$ cat config.mk
export PLATFORM = sky130hd
export DESIGN_NAME = io_input_conditioner
export DESIGN_NICKNAME = d
export VERILOG_FILES = /design/src/rtl/io_input_conditioner.sv
export SDC_FILE = /design/constraint.sdc
export NUM_CORES = 1
export LEC_CHECK = 0
export ABC_CLOCK_PERIOD_IN_PS = 6100
export CORE_ASPECT_RATIO = 2
export CORE_MARGIN = 5
export CORE_UTILIZATION = 40
export CTS_CLUSTER_SIZE = 20
export DETAILED_ROUTE_END_ITERATION = 12
export SLEW_MARGIN = 20
export SYNTH_ARGS = -nofsm -noshare
export SYNTH_HDL_FRONTEND = slang
export SYNTH_SLANG_ARGS = --single-unit
$ cat constraint.sdc
create_clock -name clk -period 6.1 [get_ports clk]
set_clock_uncertainty 0.15 [all_clocks]
set_input_delay 1.83 -clock clk [delete_from_list [all_inputs] [get_ports clk]]
set_output_delay 1.83 -clock clk [all_outputs]
set_load 0.03 [all_outputs]
$ cat src/rtl/io_input_conditioner.sv
`default_nettype none
// ============================================================================
// Module      : io_input_conditioner
// Description : Synchronises and debounces the 24 board switches (as a single
//               word) and the confirm push-button. Outputs are registered.
// Revision    : 1.0 - initial release
// ============================================================================
module io_input_conditioner #(
    parameter int DB_CYCLES = 1000,
    parameter int CNT_W     = 20
) (
    input  logic        clk,
    input  logic        fpga_rst,
    input  logic [23:0] sw_raw,
    input  logic        btn_raw,
    output logic [23:0] io_rdata,
    output logic        sw_changed,
    output logic        btn_level,
    output logic        btn_press
);

    localparam int              c_SW_W    = 24;
    localparam logic [CNT_W-1:0] c_CNT_MAX = CNT_W'(DB_CYCLES - 1);

    // Two-stage synchronisers
    logic [c_SW_W-1:0] r_sw_s1;
    logic [c_SW_W-1:0] r_sw_s2;
    logic              r_btn_s1;
    logic              r_btn_s2;

    // Switch-word debounce channel
    logic [c_SW_W-1:0] r_sw_cand;
    logic [CNT_W-1:0]  r_sw_cnt;
    logic [c_SW_W-1:0] r_sw_out;
    logic              r_sw_chg;
    logic              w_sw_diff;
    logic              w_sw_update;
    logic [CNT_W-1:0]  w_sw_cnt_nxt;

    // Button debounce channel
    logic              r_btn_cand;
    logic [CNT_W-1:0]  r_btn_cnt;
    logic              r_btn_out;
    logic              r_btn_press;
    logic              w_btn_diff;
    logic              w_btn_update;
    logic [CNT_W-1:0]  w_btn_cnt_nxt;

    // ------------------------------------------------------------------
    // Switch channel: any bit difference restarts the whole word's count
    // ------------------------------------------------------------------
    assign w_sw_diff   = (r_sw_s2 != r_sw_cand);
    assign w_sw_update = !w_sw_diff && (r_sw_cnt == c_CNT_MAX) && (r_sw_cand != r_sw_out);

    always_comb begin
        w_sw_cnt_nxt = r_sw_cnt;
        if (w_sw_diff) begin
            w_sw_cnt_nxt = '0;
        end else if (r_sw_cnt < c_CNT_MAX) begin
            w_sw_cnt_nxt = r_sw_cnt + 1'b1;
        end
    end

    // ------------------------------------------------------------------
    // Button channel
    // ------------------------------------------------------------------
    assign w_btn_diff   = (r_btn_s2 != r_btn_cand);
    assign w_btn_update = !w_btn_diff && (r_btn_cnt == c_CNT_MAX) && (r_btn_cand != r_btn_out);

    always_comb begin
        w_btn_cnt_nxt = r_btn_cnt;
        if (w_btn_diff) begin
            w_btn_cnt_nxt = '0;
        end else if (r_btn_cnt < c_CNT_MAX) begin
            w_btn_cnt_nxt = r_btn_cnt + 1'b1;
        end
    end

    // ------------------------------------------------------------------
    // State registers
    // ------------------------------------------------------------------
    always_ff @(posedge clk or posedge fpga_rst) begin
        if (fpga_rst) begin
            r_sw_s1   <= '0;
            r_sw_s2   <= '0;
            r_sw_cand <= '0;
            r_sw_cnt  <= '0;
            r_sw_out  <= '0;
            r_sw_chg  <= 1'b0;
        end else begin
            r_sw_s1  <= sw_raw;
            r_sw_s2  <= r_sw_s1;
            r_sw_cnt <= w_sw_cnt_nxt;
            if (w_sw_diff) begin
                r_sw_cand <= r_sw_s2;
            end
            if (w_sw_update) begin
                r_sw_out <= r_sw_cand;
            end
            r_sw_chg <= w_sw_update;
        end
    end

    always_ff @(posedge clk or posedge fpga_rst) begin
        if (fpga_rst) begin
            r_btn_s1    <= 1'b0;
            r_btn_s2    <= 1'b0;
            r_btn_cand  <= 1'b0;
            r_btn_cnt   <= '0;
            r_btn_out   <= 1'b0;
            r_btn_press <= 1'b0;
        end else begin
            r_btn_s1  <= btn_raw;
            r_btn_s2  <= r_btn_s1;
            r_btn_cnt <= w_btn_cnt_nxt;
            if (w_btn_diff) begin
                r_btn_cand <= r_btn_s2;
            end
            if (w_btn_update) begin
                r_btn_out <= r_btn_cand;
            end
            // Pulse only when the accepted level is a rise
            r_btn_press <= w_btn_update & r_btn_cand;
        end
    end

    assign io_rdata   = r_sw_out;
    assign sw_changed = r_sw_chg;
    assign btn_level  = r_btn_out;
    assign btn_press  = r_btn_press;

endmodule
`default_nettype wire

==> After elaboration in Yosys (flattened, before gate mapping) <==
Cells that the tools add are included.
{ "word_totals": {"wordCells": 35, "input_bits": 27, "register_bits": 142, "out_inout_bits": 27} }
{ "classes": {"n_eq_ne": 6, "magnitude_cmp": 2, "reduce_logical": 8, "n_mux": 4, "bitwise": 1, "n_addsub": 2} }
{ "op_table": {"columns": ["op", "count"], "rows": [
  ["$mux 20", 4],
  ["$ne 24x24->1", 2],
  ["$add 20x1->20 const B", 2],
  ["$eq 20x10->1 const B", 2],
  ["$lt 20x10->1 const B", 2],
  ["$logic_and 1x1->1", 4],
  ["$reduce_bool 2->1", 2],
  ["$logic_not 1->1", 2],
  ["$ne 1x1->1", 2],
  ["$and 1x1->1", 1]
]} }

==> Depth between registers and ports, before layout <==
Gate-level depths: netlist (run 1).
{ "logic_depth": {"word_depth": 5, "mapped_depth": 7, "ltp_nobuf": 6} }

==> Least setup slack after synthesis (run 1) <==
No wires, ideal clock.
{ "synth_path": {"path_type": "reg-to-reg", "start": "register r_sw_cnt[12]", "end": "register r_sw_out[0] (netlist: io_rdata[0])", "setup_slack_ns": 3.515, "period_less_slack_ns": 2.585, "setup_time_ns": 0.127, "t_arrival_ns": 2.308, "path_buffers": 1, "stages_incl_launch_ff": 7, "path_cell_list": "dfrtp_1 -> or4_1 -> nor4_2 -> nand4_1 -> a2111oi_4 -> buf_6 -> mux2_1"} }
{ "synth_via": {"elab_chain_len": 3} }
{ "synth_rtl": {"columns": ["item", "line_no", "source"], "rows": [
  ["start, declared", "33", "logic [CNT_W-1:0] r_sw_cnt;"],
  ["start signal, assigned", "93", "r_sw_cnt <= w_sw_cnt_nxt;"],
  ["$eq 20x10->1", "53", "assign w_sw_update = !w_sw_diff && (r_sw_cnt == c_CNT_MAX) && (r_sw_cand != r_sw_out);"],
  ["$logic_and 1x1->1 (2 in a row)", "53", null],
  ["end signal, assigned", "98", "r_sw_out <= r_sw_cand;"],
  ["end, declared", "34", "logic [c_SW_W-1:0] r_sw_out;"]
]} }
No other way between the ends.
A chain may end at the register's enable or synchronous reset.

==> Final worst setup path (run 1) <==
{ "layout_path": {"start": "register r_sw_out[12] (netlist: io_rdata[12])", "end": "output io_rdata[12]"} }
{ "layout_lines": {"columns": ["item", "line_no", "source"], "rows": [
  ["end, declared", "16", "output logic [23:0] io_rdata,"]
]} }
No word-level cell between the ends.

==> impl_metrics.prom, run 1 <==
# TYPE chip_impl_metric gauge
chip_impl_metric{name="net_count_final",unit=""} 461
chip_impl_metric{name="ys_warn_count",unit=""} 0
chip_impl_metric{name="min_period_over_period",unit=""} 0.571
chip_impl_metric{name="number_of_vias_per_cell_after_detailed_routing",unit=""} 4.91
chip_impl_metric{name="worst-path-buf-inv",unit=""} 1
chip_impl_metric{name="dpl.hpwl",unit="mm"} 7.04
chip_impl_metric{name="core_region_area",unit="um2"} 13000
chip_impl_metric{name="path_max_fanout",unit=""} 3
chip_impl_metric{name="clock_latency",unit="ns"} 0.41
chip_impl_metric{name="postCtsHoldBufs",unit=""} 0
chip_impl_metric{name="portBuffers",unit=""} 53
chip_impl_metric{name="boundaryPins",unit=""} 54
chip_impl_metric{name="num_rows",unit=""} 59
chip_impl_metric{name="syn-cell-area",unit="um2"} 5300
chip_impl_metric{name="dieArea",unit="um2"} 15800
chip_impl_info{name="yosys_most_used_dff",value="sky130_fd_sc_hd__dfrtp_1"} 1
chip_impl_metric{name="cts-buffers-inserted",unit=""} 17
chip_impl_info{name="layout.cells.most_common",value="sky130_fd_sc_hd__dfrtp_1"} 1
chip_impl_metric{name="drt_first_iter_violations",unit=""} 112
chip_impl_metric{name="syn_avg_cell_area",unit="um2"} 13.5
chip_impl_metric{name="tightest_pin_transition",unit="ns"} 1.04
chip_impl_metric{name="final-max-slew-violation-count",unit=""} 0
chip_impl_metric{name="post-cts-setup-buffer-count",unit=""} 0
chip_impl_metric{name="synth_seq_area_share",unit=""} 0.671
chip_impl_metric{name="grt_max_degree",unit=""} 124
chip_impl_metric{name="clock_sink_count",unit=""} 142
chip_impl_info{name="clk_root_buffer_cell",value="sky130_fd_sc_hd__clkbuf_16"} 1
chip_impl_info{name="worst_path_dominant_cell_family",value="buffers and inverters"} 1
chip_impl_metric{name="cpPeakStageDelay",unit="ns"} 0.70
chip_impl_metric{name="routed_wl",unit="mm"} 9.56
chip_impl_metric{name="grt_pass1_vias",unit=""} 3167
chip_impl_metric{name="routability_congestion",unit=""} 0.808
chip_impl_metric{name="setup_viol",unit=""} 0
chip_impl_metric{name="post_cts.resized_instances",unit=""} 0
chip_impl_info{name="timing.critical_path.slowest_stage_cell",value="sky130_fd_sc_hd__clkdlybuf4s50_1"} 1
chip_impl_metric{name="chipWidth",unit="um"} 91.4
chip_impl_metric{name="worst-endpoint-arrival",unit="ns"} 1.50
chip_impl_metric{name="post_drt_wl_per_cell",unit="um"} 16.0
chip_impl_info{name="cts_tree",value="yes"} 1
chip_impl_metric{name="route.detailed.drc",unit=""} 0
chip_impl_metric{name="ir_worst_vdd",unit="mV"} 0.272
chip_impl_metric{name="p_leak",unit="uW"} 0.00294
chip_impl_info{name="critPathCaptureType",value="primary output"} 1
chip_impl_metric{name="grt_first_pass_wirelength",unit="mm"} 15.9
chip_impl_info{name="unrepaired_setup_endpoints_after_global_routing",value="no"} 1
chip_impl_metric{name="fill_cells",unit=""} 1140
chip_impl_metric{name="maxCapViolCount",unit=""} 0
chip_impl_metric{name="max_freq",unit="GHz"} 0.287
chip_impl_metric{name="cts.clk_slew.worst_paths",unit="ns"} 0.07
chip_impl_info{name="crit_path_cell_trace",value="clkdlybuf4s50_1"} 1
chip_impl_metric{name="global_route.usage.total",unit=""} 0.129
chip_impl_metric{name="drt.antenna.violating_nets",unit=""} 0
chip_impl_info{name="layout_common_cells",value="142 x sky130_fd_sc_hd__dfrtp_1, 53 x sky130_fd_sc_hd__clkdlybuf4s50_1, 37 x sky130_fd_sc_hd__xor2_1"} 1
chip_impl_metric{name="final_hold_fails",unit=""} 0
chip_impl_metric{name="drt_pre_antenna_iters",unit=""} 4
chip_impl_metric{name="vias",unit=""} 2928
chip_impl_metric{name="grt-ovfl-total",unit=""} 0
chip_impl_metric{name="cp_data_required_time",unit="ns"} 4.12
chip_impl_metric{name="cts_buffer_depth",unit=""} 2
chip_impl_metric{name="layout-area-overhead-vs-synth",unit="%"} 23.3
chip_impl_metric{name="num_antenna_cells",unit=""} 0
chip_impl_metric{name="drive_above_1_share",unit=""} 0.0923
chip_impl_info{name="outcome",value="finished clean"} 1
chip_impl_metric{name="synth_cell_type_count",unit=""} 37
chip_impl_metric{name="antenna_found_initial",unit=""} 0
chip_impl_metric{name="slew_headroom",unit=""} 0.295
chip_impl_metric{name="edff_count_synth",unit=""} 0
chip_impl_info{name="timing.hold.worst.class",value="reg -> reg"} 1
chip_impl_metric{name="placement.setup.worst_slack",unit="ns"} 2.47
chip_impl_info{name="crit_path_start_kind",value="flip-flop"} 1
chip_impl_metric{name="ys_seq_elements",unit=""} 142
chip_impl_metric{name="netlist_instances",unit=""} 391
chip_impl_metric{name="synth_nets",unit=""} 420
chip_impl_metric{name="fin_tns_setup",unit="ns"} 0
chip_impl_metric{name="ctsHtreeMaxLevel",unit=""} 4
chip_impl_metric{name="post-route-min-period",unit="ns"} 3.48
chip_impl_info{name="criticalPathCategory",value="reg -> out"} 1
chip_impl_metric{name="start_util",unit=""} 0.408
chip_impl_metric{name="die_height",unit="um"} 173
chip_impl_metric{name="postLayoutSetupSlackWorst",unit="ns"} 2.62
chip_impl_metric{name="total_power_per_unit_cell_area",unit="nW/um2"} 329
chip_impl_metric{name="postSynth.asyncResetShare",unit=""} 1.00
chip_impl_metric{name="final_total_power",unit="uW"} 2150
-- worst paths after layout --
| path | start | to | slack (ns) | cells past startpoint |
|---|---|---|---|---|
| setup / recovery | io_rdata[12] | io_rdata[12] | 2.62 | 1 |
| hold / removal | r_sw_s1[15] | r_sw_s2[15] | 0.19 | 0 |
| setup reg to reg | r_sw_cnt[12] | io_rdata[20] | 2.71 | 6 |
| hold reg to reg | r_sw_s1[15] | r_sw_s2[15] | 0.19 | 0 |
| max in group asynchronous | fpga_rst | r_sw_cnt[16] | 3.13 | 3 |
| min in group asynchronous | fpga_rst | r_btn_s1 | 1.82 | 2 |
-- cell type report --
| cell class | count | area (um2) | share of cell area |
|---|---|---|---|
| sequential | 142 | 3550 | 0.544 |
| inverter | 4 | 22.5 | 0.00345 |
| clock inverter | 14 | 206 | 0.0316 |
| tap | 152 | 190 | 0.0291 |
| clock buffer | 17 | 425 | 0.0651 |
| multi-input combinational | 212 | 1590 | 0.243 |
| timing repair buffer | 55 | 546 | 0.0835 |
-- worst reg2reg max path, delay by kind of cell, from the launching register on --
| family | cells | cell delay, ns |
|---|---|---|
| multiplexers | 1 | 0.38 |
| AO/OA/AOI/OAI | 1 | 0.37 |
| flip-flops | 1 | 0.37 |
| AND/OR/NAND/NOR | 3 | 1.63 |
| buffers and inverters | 1 | 0.39 |
-- where the power goes --
group	total (uW)	switching, uW	internal [uW]
Sequential	992	20.8	971
Combinational	69.9	37.2	32.6
Clock	1090	395	691
-- Yosys cell counts, drive strengths merged (2+ instances only) --
master	number	area share
a21o	2	0.0028
a21oi	6	0.0057
and2	22	0.026
and3	6	0.0071
and4	2	0.0033
buf	2	0.0043
clkbuf	31	0.022
dfrtp	142	0.67
ha	2	0.0047
inv	4	0.0028
mux2	24	0.051
nand2	8	0.0057
nand3	8	0.0076
nand4	13	0.015
nor2	19	0.013
nor3	3	0.0028
nor4	10	0.013
o2111ai	2	0.0033
o211ai	2	0.0028
o21a	3	0.0043
o21ai	3	0.0028
or3	2	0.0024
or4	3	0.0043
xnor2	25	0.041
xor2	37	0.061
-- flip-flops by register name, summed over array words and instances, names as in the netlist --
signal	flops
r_sw_s2	24
btn_press	1
sw_changed	1
r_sw_cand	24
r_btn_cand	1
r_btn_cnt	20
btn_level	1
r_sw_cnt	20
io_rdata	24
r_sw_s1	24
r_btn_s2	1
r_btn_s1	1
-- logic make-up (layout without fill, tap and decap cells) --
kind of cell,count (synthesis),after routing,synth area share
adders and majority gates,2,2,0.00472
muxes,25,25,0.0529
buffers and inverters,37,90,0.0290
DFF,142,142,0.671
and+or+nand+nor,100,100,0.107
AOI/OAI and AO/OA,23,23,0.0331
xor gates and xnor gates,62,62,0.103
-- routing by layer --
metal / GRT usage / part of all wire
met1: 0.133 / 0.38
met2: 0.243 / 0.58
met3: 0.0352 / 0.028
met4: 0.0422 / 0.014
met5: 0 / 0
-- through the flow --
stage	instance area, um2	hold WS (ns)	utilization	instances
finish	6530	0.192	0.503	596
global route	6530	0.203	0.503	596
CTS	6530	0.197	0.503	596
detailed placement	5900	0.185	0.454	565
global placement	5900	0.183	0.454	565
floorplan	5300	0.181	-	391
(Power assumes the default switching activity.)
==> run 2, diff against run 1 <==
--- a/config.mk
+++ b/config.mk
@@ -5,7 +5,7 @@
 export SDC_FILE = /design/constraint.sdc
 export NUM_CORES = 1
 export LEC_CHECK = 0
-export ABC_CLOCK_PERIOD_IN_PS = 6100
+export ABC_CLOCK_PERIOD_IN_PS = 3150
 export CORE_ASPECT_RATIO = 2
 export CORE_MARGIN = 5
 export CORE_UTILIZATION = 40
==> constraint.sdc (replaced) <==
create_clock -name clk -period 3.15 [get_ports clk]
set_clock_uncertainty 0.15 [all_clocks]
set_input_delay 0.945 -clock clk [delete_from_list [all_inputs] [get_ports clk]]
set_output_delay 0.945 -clock clk [all_outputs]
set_load 0.03 [all_outputs]
==> impl_metrics.prom, run 2 (synthesized netlist as in run 1, its figures left out) <==
# TYPE chip_impl_metric gauge
chip_impl_info{name="outcome",value="finished clean"} 1
chip_impl_metric{name="cp_data_required_time",unit="ns"} 3.28
chip_impl_metric{name="post-cts-setup-buffer-count",unit=""} 0
chip_impl_info{name="critPathCaptureType",value="flip-flop"} 1
chip_impl_metric{name="routability_congestion",unit=""} 0.777
chip_impl_metric{name="number_of_vias_per_cell_after_detailed_routing",unit=""} 4.96
chip_impl_metric{name="clock_sink_count",unit=""} 142
chip_impl_metric{name="global_route.usage.total",unit=""} 0.134
chip_impl_info{name="unrepaired_setup_endpoints_after_global_routing",value="no"} 1
chip_impl_metric{name="portBuffers",unit=""} 53
chip_impl_metric{name="grt_first_pass_wirelength",unit="mm"} 16.6
chip_impl_metric{name="vias",unit=""} 2983
chip_impl_metric{name="register_area",unit="um2"} 3550
chip_impl_metric{name="dieArea",unit="um2"} 15800
chip_impl_metric{name="maxCapViolCount",unit=""} 0
chip_impl_metric{name="drt_first_iter_violations",unit=""} 125
chip_impl_metric{name="max_freq",unit="GHz"} 0.380
chip_impl_metric{name="num_antenna_cells",unit=""} 0
chip_impl_metric{name="postLayoutSetupSlackWorst",unit="ns"} 0.515
chip_impl_metric{name="routed_wl",unit="mm"} 9.80
chip_impl_metric{name="postCtsHoldBufs",unit=""} 0
chip_impl_info{name="crit_path_start_kind",value="flip-flop"} 1
chip_impl_metric{name="core_region_area",unit="um2"} 13000
chip_impl_metric{name="cts-buffers-inserted",unit=""} 17
chip_impl_metric{name="tightest_pin_transition",unit="ns"} 0.811
chip_impl_metric{name="drt_pre_antenna_iters",unit=""} 4
chip_impl_metric{name="grt_max_degree",unit=""} 121
chip_impl_metric{name="final_hold_fails",unit=""} 0
chip_impl_metric{name="dpl.hpwl",unit="mm"} 7.01
chip_impl_metric{name="final-max-slew-violation-count",unit=""} 0
chip_impl_metric{name="multi_input_area",unit="um2"} 1590
chip_impl_metric{name="slew_headroom",unit=""} 0.455
chip_impl_info{name="clk_root_buffer_cell",value="sky130_fd_sc_hd__clkbuf_16"} 1
chip_impl_metric{name="use_met2",unit=""} 0.245
chip_impl_metric{name="route.detailed.drc",unit=""} 0
chip_impl_metric{name="ir_worst_vdd",unit="mV"} 0.404
chip_impl_metric{name="grt_pass1_vias",unit=""} 3241
chip_impl_metric{name="placement.setup.worst_slack",unit="ns"} 0.505
chip_impl_metric{name="worst-endpoint-arrival",unit="ns"} 2.77
chip_impl_metric{name="post_cts.resized_instances",unit=""} 0
chip_impl_metric{name="drt.antenna.violating_nets",unit=""} 0
chip_impl_info{name="criticalPathCategory",value="reg -> reg"} 1
chip_impl_metric{name="min_period_over_period",unit=""} 0.837
chip_impl_metric{name="net_count_final",unit=""} 465
chip_impl_metric{name="place.detailed.instances",unit=""} 569
chip_impl_metric{name="final_cell_count_no_fill",unit=""} 601
chip_impl_metric{name="hold_slack",unit="ns"} 0.196
chip_impl_metric{name="fill_cells",unit=""} 1147
chip_impl_metric{name="fin_tns_setup",unit="ns"} 0
chip_impl_metric{name="layout-area-overhead-vs-synth",unit="%"} 23.6
chip_impl_info{name="layout.cells.most_common",value="sky130_fd_sc_hd__dfrtp_1"} 1
chip_impl_metric{name="grtUsageMet1",unit=""} 0.140
chip_impl_metric{name="post-route-min-period",unit="ns"} 2.63
chip_impl_metric{name="grt-ovfl-total",unit=""} 0
chip_impl_metric{name="grt.met3_usage",unit=""} 0.0348
chip_impl_metric{name="total_power_per_unit_cell_area",unit="nW/um2"} 623
chip_impl_metric{name="post_drt_wl_per_cell",unit="um"} 16.3
chip_impl_metric{name="start_util",unit=""} 0.408
chip_impl_metric{name="path_max_fanout",unit=""} 13
chip_impl_info{name="cts_tree",value="yes"} 1
chip_impl_metric{name="cts.clk_slew.worst_paths",unit="ns"} 0.06
chip_impl_info{name="timing.hold.worst.class",value="reg -> reg"} 1
chip_impl_metric{name="clock_latency",unit="ns"} 0.40
chip_impl_metric{name="boundaryPins",unit=""} 54
chip_impl_metric{name="chipWidth",unit="um"} 91.4
chip_impl_metric{name="cts_buffer_depth",unit=""} 2
chip_impl_metric{name="p_leak",unit="uW"} 0.00295
chip_impl_info{name="grt_busiest_layer",value="met2"} 1
chip_impl_metric{name="setup_viol",unit=""} 0
chip_impl_metric{name="antenna_found_initial",unit=""} 0
chip_impl_metric{name="num_rows",unit=""} 59
chip_impl_metric{name="die_height",unit="um"} 173
chip_impl_metric{name="drive_above_1_share",unit=""} 0.0980
chip_impl_metric{name="ctsHtreeMaxLevel",unit=""} 4
chip_impl_info{name="layout_common_cells",value="142 x sky130_fd_sc_hd__dfrtp_1, 53 x sky130_fd_sc_hd__clkdlybuf4s50_1, 37 x sky130_fd_sc_hd__xor2_1"} 1
chip_impl_metric{name="stdcell_area",unit="um2"} 6550
chip_impl_metric{name="placed_area",unit="um2"} 5940
==> run 2: cell types whose count changed in the layout (fill, tap and decap cells not counted), sizes merged <==
cell | previous run | this run
clkinvlp | 1 | 2
clkbuf | 17 | 20
bufinv | 4 | 3
clkinv | 4 | 5
inv | 9 | 6
buf | 2 | 6
==> run 2: path summary, 6_finish.rpt <==
check	start	depth (start not counted)	slack, ns	endpoint
worst min register to register	r_sw_s1[1]	0	0.20	r_sw_s2[1]
worst max register to register	r_sw_cnt[12]	6	0.52	io_rdata[21]
min in group asynchronous	fpga_rst	3	0.83	r_sw_s1[12]
worst max-delay path	r_sw_cnt[12]	6	0.52	io_rdata[21]
worst min-delay path	r_sw_s1[1]	0	0.20	r_sw_s2[1]
max in group asynchronous	fpga_rst	3	1.44	r_sw_cand[17]
==> run 2: critical path: stages, from the launching register on <==
cell                        delay, ns
sky130_fd_sc_hd__dfrtp_1         0.37
sky130_fd_sc_hd__or4_1           0.54
sky130_fd_sc_hd__nor4_2          0.26
sky130_fd_sc_hd__nand4_1         0.19
sky130_fd_sc_hd__a2111oi_4       0.37
sky130_fd_sc_hd__buf_4           0.28
sky130_fd_sc_hd__mux2_2          0.35
==> run 2: per-layer routing <==
| layer | vias to the layer above | share of wire | routed length [um] |
|---|---|---|---|
| met3 | 16 | 0.037 | 362 |
| met2 | 63 | 0.58 | 5650 |
| li1 | 1398 | - | - |
| met4 | 0 | 0.024 | 235 |
| met5 | - | 0 | 0 |
| met1 | 1506 | 0.36 | 3550 |
==> run 2: metrics by stage <==
step | power, uW | util
after detailed placement | 2100 | 0.457
after CTS | 4130 | 0.504
final | 4080 | 0.504
after global routing | 4240 | 0.504
after global placement | 2090 | 0.457
after floorplan | 2030 | -
==> run 2: power by group <==
| part | switching [uW] | internal, uW | total [uW] | leakage, uW |
|---|---|---|---|---|
| registers | 41.3 | 1880 | 1920 | 0.00181 |
| logic | 73.0 | 65.4 | 138 | 0.000846 |
| clock network | 742 | 1280 | 2020 | 0.000295 |
| total | 856 | 3220 | 4080 | 0.00295 |
==> run 2: layout make-up <==
type	instances	area share
clock buffer	20	0.0682
clock inverter	12	0.0245
inverter	4	0.00287
multi-input combinational	212	0.243
sequential	142	0.543
tap	152	0.0290
timing repair buffer	59	0.0898
==> run 3, diff against run 2 <==
--- a/config.mk
+++ b/config.mk
@@ -5,7 +5,7 @@
 export SDC_FILE = /design/constraint.sdc
 export NUM_CORES = 1
 export LEC_CHECK = 0
-export ABC_CLOCK_PERIOD_IN_PS = 3150
+export ABC_CLOCK_PERIOD_IN_PS = 2700
 export CORE_ASPECT_RATIO = 2
 export CORE_MARGIN = 5
 export CORE_UTILIZATION = 40
==> constraint.sdc (replaced) <==
create_clock -name clk -period 2.7 [get_ports clk]
set_clock_uncertainty 0.15 [all_clocks]
set_input_delay 0.81 -clock clk [delete_from_list [all_inputs] [get_ports clk]]
set_output_delay 0.81 -clock clk [all_outputs]
set_load 0.03 [all_outputs]
==> impl_metrics.prom, run 3 (synthesized netlist as in run 1, its figures left out) <==
# TYPE chip_impl_metric gauge
chip_impl_metric{name="net_count_final",unit=""} 474
chip_impl_metric{name="grt-ovfl-total",unit=""} 0
chip_impl_info{name="timing.hold.worst.class",value="reg -> reg"} 1
chip_impl_metric{name="global_route.usage.total",unit=""} 0.141
chip_impl_info{name="layout_common_cells",value="142 x sky130_fd_sc_hd__dfrtp_1, 53 x sky130_fd_sc_hd__clkdlybuf4s50_1, 37 x sky130_fd_sc_hd__xor2_1"} 1
chip_impl_metric{name="portBuffers",unit=""} 53
chip_impl_metric{name="post_cts.resized_instances",unit=""} 0
chip_impl_metric{name="max_freq",unit="GHz"} 0.381
chip_impl_metric{name="ctsHtreeMaxLevel",unit=""} 4
chip_impl_metric{name="cts_buffer_depth",unit=""} 2
chip_impl_metric{name="dieArea",unit="um2"} 15800
chip_impl_metric{name="postCtsHoldBufs",unit=""} 0
chip_impl_metric{name="clock_sink_count",unit=""} 142
chip_impl_metric{name="postLayoutCoreUtil",unit=""} 0.512
chip_impl_metric{name="post-cts-setup-buffer-count",unit=""} 0
chip_impl_metric{name="ir_worst_vdd",unit="mV"} 0.424
chip_impl_metric{name="p_leak",unit="uW"} 0.00298
chip_impl_metric{name="grt_first_pass_wirelength",unit="mm"} 17.5
chip_impl_metric{name="final_total_power",unit="uW"} 4620
chip_impl_metric{name="post_drt_wl_per_cell",unit="um"} 16.7
chip_impl_metric{name="hold_depth",unit=""} 0
chip_impl_metric{name="cts-buffers-inserted",unit=""} 17
chip_impl_info{name="worstReg2RegStart",value="r_sw_cnt[12]"} 1
chip_impl_metric{name="clock_latency",unit="ns"} 0.41
chip_impl_metric{name="cts.clk_slew.worst_paths",unit="ns"} 0.06
chip_impl_metric{name="num_rows",unit=""} 59
chip_impl_metric{name="post-route-min-period",unit="ns"} 2.62
chip_impl_info{name="crit_path_start_kind",value="flip-flop"} 1
chip_impl_metric{name="antenna_found_initial",unit=""} 0
chip_impl_metric{name="grt_pass1_vias",unit=""} 3405
chip_impl_metric{name="drt_pre_antenna_iters",unit=""} 4
chip_impl_metric{name="number_of_vias_per_cell_after_detailed_routing",unit=""} 4.98
chip_impl_metric{name="final-max-slew-violation-count",unit=""} 0
chip_impl_info{name="criticalPathCategory",value="reg -> reg"} 1
chip_impl_metric{name="multi_input_area",unit="um2"} 1600
chip_impl_metric{name="chipWidth",unit="um"} 91.4
chip_impl_metric{name="path_max_fanout",unit=""} 13
chip_impl_metric{name="total_power_per_unit_cell_area",unit="nW/um2"} 694
chip_impl_metric{name="setup_viol",unit=""} 0
chip_impl_metric{name="layout-area-overhead-vs-synth",unit="%"} 25.6
chip_impl_metric{name="placed_area",unit="um2"} 6070
chip_impl_metric{name="grt_max_degree",unit=""} 33
chip_impl_metric{name="boundaryPins",unit=""} 54
chip_impl_metric{name="postLayoutSetupSlackWorst",unit="ns"} 0.0787
chip_impl_info{name="hold_start",value="r_sw_s1[21]"} 1
chip_impl_metric{name="core_region_area",unit="um2"} 13000
chip_impl_metric{name="start_util",unit=""} 0.408
chip_impl_metric{name="placement.setup.worst_slack",unit="ns"} 0.0284
chip_impl_metric{name="worst-endpoint-arrival",unit="ns"} 2.75
chip_impl_info{name="startpoint",value="r_sw_cnt[12]"} 1
chip_impl_metric{name="die_height",unit="um"} 173
chip_impl_metric{name="stdcell_area",unit="um2"} 6650
chip_impl_metric{name="tightest_pin_transition",unit="ns"} 0.873
chip_impl_info{name="unrepaired_setup_endpoints_after_global_routing",value="yes"} 1
chip_impl_metric{name="fin_tns_setup",unit="ns"} 0
chip_impl_metric{name="route.detailed.drc",unit=""} 0
chip_impl_info{name="critPathCaptureType",value="flip-flop"} 1
chip_impl_metric{name="drive_above_1_share",unit=""} 0.122
chip_impl_metric{name="min_period_over_period",unit=""} 0.971
chip_impl_metric{name="maxCapViolCount",unit=""} 0
chip_impl_metric{name="dpl.hpwl",unit="mm"} 7.48
chip_impl_metric{name="worstRegToRegCells",unit=""} 6
chip_impl_metric{name="fill_cells",unit=""} 1093
chip_impl_info{name="outcome",value="finished clean"} 1
chip_impl_metric{name="routed_wl",unit="mm"} 10.2
chip_impl_metric{name="final_hold_fails",unit=""} 0
chip_impl_metric{name="routability_congestion",unit=""} 0.816
chip_impl_info{name="cts_tree",value="yes"} 1
chip_impl_metric{name="register_area",unit="um2"} 3550
chip_impl_info{name="layout.cells.most_common",value="sky130_fd_sc_hd__dfrtp_1"} 1
chip_impl_metric{name="drt.antenna.violating_nets",unit=""} 0
chip_impl_metric{name="drt_first_iter_violations",unit=""} 123
chip_impl_info{name="clk_root_buffer_cell",value="sky130_fd_sc_hd__clkbuf_16"} 1
chip_impl_metric{name="cp_data_required_time",unit="ns"} 2.83
chip_impl_metric{name="slew_headroom",unit=""} 0.414
chip_impl_metric{name="num_antenna_cells",unit=""} 0
chip_impl_metric{name="vias",unit=""} 3036
run 3: worst max-delay path, stage by stage, from the launching register on:
cell                        delay (ns)
sky130_fd_sc_hd__dfrtp_1          0.37
sky130_fd_sc_hd__or4_1            0.53
sky130_fd_sc_hd__nor4_2           0.26
sky130_fd_sc_hd__nand4_1          0.19
sky130_fd_sc_hd__a2111oi_4        0.36
sky130_fd_sc_hd__buf_4            0.28
sky130_fd_sc_hd__mux2_1           0.35
run 3: path summary, 6_finish.rpt:
path / to / slack, ns
worst min register to register: r_sw_s2[21] / 0.19
worst min-delay path: r_sw_s2[21] / 0.19
worst max register to register: io_rdata[6] / 0.08
max in group asynchronous: btn_press / 1.18
worst max-delay path: io_rdata[6] / 0.08
min in group asynchronous: r_btn_cnt[16] / 0.67
run 3: area by class of cell:
cell class	count	area share
timing repair buffer	68	0.108
inverter	4	0.00282
clock buffer	20	0.0686
multi-input combinational	212	0.241
sequential	142	0.534
clock inverter	12	0.0169
tap	152	0.0286
run 3: per-layer routing:
layer | global-route usage | share of wire | vias up
met3 | 0.0357 | 0.031 | 19
met1 | 0.157 | 0.37 | 1546
li1 | - | - | 1421
met5 | 0 | 0 | -
met2 | 0.249 | 0.57 | 50
met4 | 0.0649 | 0.029 | 0
run 3: where the power goes:
part | leakage [uW] | total (uW) | switching [uW] | internal [uW]
Combinational | 0.000915 | 187 | 93.3 | 93.8
Sequential | 0.00181 | 2240 | 48.3 | 2190
Clock | 0.000253 | 2190 | 872 | 1320
run 3: stage by stage:
stage | hold WS, ns | std cells
final | 0.192 | 610
after detailed placement | 0.185 | 578
after global routing | 0.200 | 610
after global placement | 0.183 | 578
after CTS | 0.196 | 610
after floorplan | 0.181 | 391
